==> src/rtl/fg_pkg.sv <==
// Shared definitions for the function-generator stages: default widths and
// the run-state encoding used by the timebase and downstream stages.
package fg_pkg;

  localparam int unsigned FG_COUNTER_BITWIDTH   = 32;
  localparam int unsigned FG_PRESCALER_BITWIDTH = 16;

  typedef enum logic [1:0] {
    STOPPED = 2'd0,
    RUNNING = 2'd1,
    DONE    = 2'd2
  } run_state_e;

endpackage

==> src/rtl/fg_prescaler.sv <==
// Divide-by-(divide+1) tick generator with synchronous clear.
// tick is high in the cycle where the count equals divide and the
// prescaler is not being cleared.
module fg_prescaler #(
  parameter int unsigned WIDTH = 16
) (
  input  logic             clk,
  input  logic             rst_n,
  input  logic             clear,
  input  logic [WIDTH-1:0] divide,
  output logic             tick
);

  logic [WIDTH-1:0] cnt_q;

  assign tick = (cnt_q == divide) && !clear;

  // Count up to divide, then restart at 0; clear holds the count at 0.
  always_ff @(posedge clk or negedge rst_n) begin
    if (!rst_n) begin
      cnt_q <= '0;
    end else if (clear) begin
      cnt_q <= '0;
    end else if (cnt_q == divide) begin
      cnt_q <= '0;
    end else begin
      cnt_q <= cnt_q + WIDTH'(1);
    end
  end

endmodule

==> src/rtl/fg_timebase.sv <==
// Timebase for the function-generator waveform stage: prescaled tick strobe,
// period counter, double-buffered period/ON-count/prescale shadows that
// reload only at period wraps, and an optional one-shot mode.
module fg_timebase
  import fg_pkg::*;
#(
  parameter int unsigned COUNTER_BITWIDTH   = FG_COUNTER_BITWIDTH,
  parameter int unsigned PRESCALER_BITWIDTH = FG_PRESCALER_BITWIDTH
) (
  input  logic                          clk_i,
  input  logic                          rstn_i,
  input  logic                          enable_i,
  input  logic                          oneshot_i,
  input  logic                          update_i,
  input  logic [PRESCALER_BITWIDTH-1:0] prescale_i,
  input  logic [COUNTER_BITWIDTH-1:0]   period_i,
  input  logic [COUNTER_BITWIDTH-1:0]   on_count_i,
  output logic [COUNTER_BITWIDTH-1:0]   counter_value_o,
  output logic [COUNTER_BITWIDTH-1:0]   period_o,
  output logic [COUNTER_BITWIDTH-1:0]   on_count_o,
  output logic                          strb_data_valid_o,
  output logic                          wrap_o,
  output logic                          running_o,
  output logic                          done_o
);

  run_state_e                    state_q;
  logic [PRESCALER_BITWIDTH-1:0] prescale_q;
  logic                          pending_q;
  logic                          oneshot_q;
  logic                          run_en;
  logic                          tick;
  logic                          at_end;

  // Prescaler only runs while running and still enabled; any other cycle
  // (stopped, done, stop request, start) parks it at 0.
  assign run_en = (state_q == RUNNING) && enable_i;
  assign at_end = (counter_value_o == period_o);

  fg_prescaler #(
    .WIDTH (PRESCALER_BITWIDTH)
  ) u_prescaler (
    .clk    (clk_i),
    .rst_n  (rstn_i),
    .clear  (!run_en),
    .divide (prescale_q),
    .tick   (tick)
  );

  // Run control, counter advance, shadow reload and registered strobes.
  always_ff @(posedge clk_i or negedge rstn_i) begin
    if (!rstn_i) begin
      state_q           <= STOPPED;
      prescale_q        <= '0;
      pending_q         <= 1'b0;
      oneshot_q         <= 1'b0;
      counter_value_o   <= '0;
      period_o          <= '0;
      on_count_o        <= '0;
      strb_data_valid_o <= 1'b0;
      wrap_o            <= 1'b0;
      running_o         <= 1'b0;
      done_o            <= 1'b0;
    end else begin
      strb_data_valid_o <= 1'b0;
      wrap_o            <= 1'b0;
      // Default: a request is remembered; a wrap or start below consumes it.
      if (update_i) pending_q <= 1'b1;

      case (state_q)
        STOPPED: begin
          if (enable_i) begin
            state_q           <= RUNNING;
            running_o         <= 1'b1;
            period_o          <= period_i;
            on_count_o        <= on_count_i;
            prescale_q        <= prescale_i;
            oneshot_q         <= oneshot_i;
            counter_value_o   <= '0;
            strb_data_valid_o <= 1'b1;
            wrap_o            <= 1'b1;
            pending_q         <= 1'b0;
          end
        end

        RUNNING: begin
          if (!enable_i) begin
            state_q         <= STOPPED;
            running_o       <= 1'b0;
            counter_value_o <= '0;
          end else if (tick) begin
            if (!at_end) begin
              counter_value_o   <= counter_value_o + COUNTER_BITWIDTH'(1);
              strb_data_valid_o <= 1'b1;
            end else if (!oneshot_q) begin
              counter_value_o   <= '0;
              strb_data_valid_o <= 1'b1;
              wrap_o            <= 1'b1;
              if (pending_q || update_i) begin
                period_o   <= period_i;
                on_count_o <= on_count_i;
                prescale_q <= prescale_i;
                pending_q  <= 1'b0;
              end
            end else begin
              state_q   <= DONE;
              running_o <= 1'b0;
              done_o    <= 1'b1;
            end
          end
        end

        DONE: begin
          if (!enable_i) begin
            state_q         <= STOPPED;
            done_o          <= 1'b0;
            counter_value_o <= '0;
          end
        end

        default: begin
          state_q <= STOPPED;
        end
      endcase
    end
  end

endmodule

==> config.mk <==
export PLATFORM = sky130hd
export DESIGN_NAME = fg_timebase
export DESIGN_NICKNAME = d
export VERILOG_FILES = /design/src/rtl/fg_pkg.sv /design/src/rtl/fg_prescaler.sv /design/src/rtl/fg_timebase.sv
export SDC_FILE = /design/constraint.sdc
export NUM_CORES = 1
export LEC_CHECK = 0
export ABC_AREA = 1
export ABC_CLOCK_PERIOD_IN_PS = 2800
export BUFFER_PORTS_ARGS = -buffer_cell sky130_fd_sc_hd__buf_2
export CELL_PAD_IN_SITES_DETAIL_PLACEMENT = 2
export CELL_PAD_IN_SITES_GLOBAL_PLACEMENT = 2
export CORE_UTILIZATION = 30
export CTS_CLUSTER_SIZE = 12
export DETAILED_ROUTE_END_ITERATION = 12
export GPL_ROUTABILITY_DRIVEN = 0
export HOLD_SLACK_MARGIN = 0.06
export PLACE_DENSITY_LB_ADDON = 0.1
export SKIP_LAST_GASP = 1
export SLEW_MARGIN = 10
export SYNTH_ARGS = -nofsm -noshare
export SYNTH_HDL_FRONTEND = slang
export SYNTH_HIERARCHICAL = 1
export SYNTH_SLANG_ARGS = --single-unit
==> constraint.sdc <==
create_clock -name clk_i -period 2.8 [get_ports clk_i]
set_input_delay 0.56 -clock clk_i [delete_from_list [all_inputs] [get_ports clk_i]]
set_output_delay 0.56 -clock clk_i [all_outputs]
set_load 0.01 [all_outputs]
==> impl_metrics.ini <==
[logic_synthesis]
synth_area_sq_um = 7730
synth_nets = 1177
synth.largest_area_cell = dfrtp_1
post_synth_num_cell_types = 35
register_area_share_after_synthesis_pct = 44.03
synthesis.instances = 1090
synth_area_per_cell_sq_um = 7.092
yosys-top-cells-area = dfrtp_1 (44%), nand2_1 (22%), nand3_1 (6.3%)
ys_ff_latch = 136
synth_top_area_share_pct = 44.03
synth.yosys.warnings = 6

[critical_path]
cp_cell_sequence = inv_1 > nand2_1 > nand2_1 > nand2_1 > nor2_1 > nand2_1 > nor2_1 > nand2_2 > buf_4 > o21ai_4 > buf_4 > o21ai_0
cpMaxStageDelayCell = dfrtp_1
worst_r2r_startpoint = counter_value_o[29]$_DFFE_PN0P_
timing.reg2reg.setup_slack_ns = 0.38
timing.critical_path.max_delay_family = buffers and inverters
critPathLaunch = counter_value_o[29]$_DFFE_PN0P_
criticalPathCategory = reg2reg
critPathBufInv = 3
crit_required_ns = 3.09
timing.rr.end = counter_value_o[28]$_DFFE_PN0P_
timing.critical_path.slowest_cell_delay_ns = 0.48
crit_top_cell = nand2_1
critical_path_arrival_ns = 2.72
worstSetupStartpointType = flop
crit_path_max_fanout = 36
worstRegToRegCells = 12
endpoint_type_of_the_worst_setup_path = flop

[drt]
dr_total_vias = 7770
detailed_routing_iterations_pass_1 = 4
route.detailed.drc = 0
antenna_left = 0
drt-initial-drc-count = 327
drt-wirelength-per-cell_um = 17.64
vias_per_cell = 4.796
detail_route.wirelength_um = 28570

[pwr]
clockPowerShare_pct = 26.5
vdd_drop_max_mv = 0.3453
comb_power_share_pct = 39.4
cellLeakagePower_uw = 0.004968
p_int_uw = 5447
seq_power_share_pct = 34.0
pd_cells_nw_per_um2 = 977.1
p_sw_uw = 4076
switching_share_pct = 42.80

[cts]
post_cts_resize_count = 0
number_of_hold_buffers_added_after_cts = 0
clock-sinks = 136
h-tree-depth = 4
tritoncts_clock_tree = done
root_buffer_master = clkbuf_16
cts_buffers = 17
post-cts-setup-buffer-count = 0
cts-root-to-sink-buffers = 2
clk_latency_ns = 0.43
clkTransAtPathRegs_ns = 0.08

[grt]
grt-ovfl-total = 0
initial_antenna_violation_count = 0
grt_max_degree = 81
first_global_vias = 8476
first_pass_grt_wire_length_um = 46440
grt.total_usage_pct = 22.78

[layout]
fin_nets = 1364
final_layout_size_suffix_gt1_share_pct = 21.16
fin_util_pct = 38.59
antenna_cells_inserted = 0
area_growth_syn_to_layout_pct = 26.08

[timing]
fin_tns_setup_ns = 0
finalHoldViolations = 0
drv_slew = 0
fin_crit_ns = 2.423
fin_crit_sh_pct = 86.54
worst_clock_skew_ns = 0.01940
setup_viol = 0
timing.max_slew.rel_slack_pct = 41.66
grt_setup_unrepaired = no
hold_ws_ns = 0.08526
max_clock_freq_mhz = 412.7
max_slew.worst_pin.slew_ns = 0.8719

[worst_hold_path]
holdCritPathClass = in2async

[floorplanning]
total_die_area_sq_um = 26410
chipWidth_um = 162.5
initial_core_util_pct = 30.61
std_cell_rows = 58
core_region_area_sq_um = 25250
top_level_ports = 185
dieHeight_um = 162.5

[placed_design]
port_buffers = 184
detailedPlacementHpwl_um = 21370

[run]
timing.max_cap.violations = 0

[outcome]
outcome = finished, final reports clean
-- placed cells by master, fill, tap and decap left out, drive strengths merged --
master and count:
mux2 1, a21oi 3, nand3 99, inv 112
xor2 14, buf 211, nor2 119, xnor2 29
clkinv 3, or2 2, clkbuf 18, dfrtp 136
and2 1, nand2 450, ha 2, nand4 37
o21ai 43, o21bai 1, bufinv 3, nor3 6
-- layer usage --
metal	vias up	share of wire, %	track usage (%)
met5	-	0	0
li1	3775	-	-
met4	0	0.93	5.746
met2	136	49	38.85
met3	12	3.9	4.227
met1	3847	47	29.51
-- cell type report --
type / instances / area (sq um)
fill: 3096 / 15510
multi-input combinational: 807 / 3676
sequential: 136 / 3403
timing repair buffer: 211 / 1217
clock buffer: 18 / 439.2
tap: 330 / 412.9
inverter: 104 / 390.4
clock inverter: 14 / 206.4
-- sequential cells by signal (all words and copies together) (netlist names) --
name / flops
counter_value_o: 32
on_count_o: 32
period_o: 32
prescale_q: 16
u_prescaler/cnt_q: 16
state_q: 2
done_o: 1
oneshot_q: 1
pending_q: 1
running_o: 1
strb_data_valid_o: 1
wrap_o: 1
-- cells in the mapped netlist, drive strengths merged --
cell type  instances
a21oi              3
and2               1
buf               26
clkbuf            17
dfrtp            136
ha                 2
inv              104
mux2               1
nand2            450
nand3             99
nand4             37
nor2             119
nor3               6
o21ai             43
o21bai             1
or2                2
xnor2             29
xor2              14
-- power by group through the flow --
stage | clock network (uW) | registers (uW) | logic, uW
after floorplan | 0 | 3350 | 2160
after global placement | 0 | 3250 | 3710
after detailed placement | 0 | 3270 | 3840
after CTS | 2580 | 3260 | 3880
after global routing | 2650 | 3340 | 4260
final | 2530 | 3240 | 3760
-- how the worst max path moves through the flow --
stage / to / cells past startpoint
3_5_place_dp: counter_value_o[28]$_DFFE_PN0P_ / 10
3_3_place_gp: period_o[23]$_DFFE_PN0P_ / 11
6_report: counter_value_o[28]$_DFFE_PN0P_ / 12
5_1_grt: counter_value_o[0]$_DFFE_PN0P_ / 16
2_1_floorplan: counter_value_o[28]$_DFFE_PN0P_ / 13
4_1_cts: period_o[7]$_DFFE_PN0P_ / 11
-- logic make-up (layout without fill, tap and decap cells) --
logic type | Yosys count | in the layout | synth area share [%]
simple gates | 714 | 714 | 38.77
buf+inv | 147 | 347 | 8.546
flops | 136 | 136 | 44.03
compound gates | 47 | 47 | 3.318
xor+xnor | 43 | 43 | 4.872
fa+ha+maj | 2 | 2 | 0.3237
mux | 1 | 1 | 0.1457
-- metrics by stage --
stage	power (uW)	cells	instance area [sq um]	setup WS [ns]
2_1_floorplan	5510	1090	7730	0.6581
3_5_place_dp	7112	1588	9100	0.3563
3_3_place_gp	6952	1588	9100	0.3454
4_1_cts	9714	1620	9746	0.3116
6_report	9522	1620	9746	0.3769
5_1_grt	10250	1620	9746	0.1057
-- worst register-to-register path, stage by stage (launching register included) --
cell and delay [ns]:
dfrtp_1 0.48, inv_1 0.14, nand2_1 0.06, nand2_1 0.14, nand2_1 0.08, nor2_1 0.13
nand2_1 0.08, nor2_1 0.13, nand2_2 0.07, buf_4 0.26, o21ai_4 0.19, buf_4 0.36
o21ai_0 0.17
(Power assumes the default switching activity.)
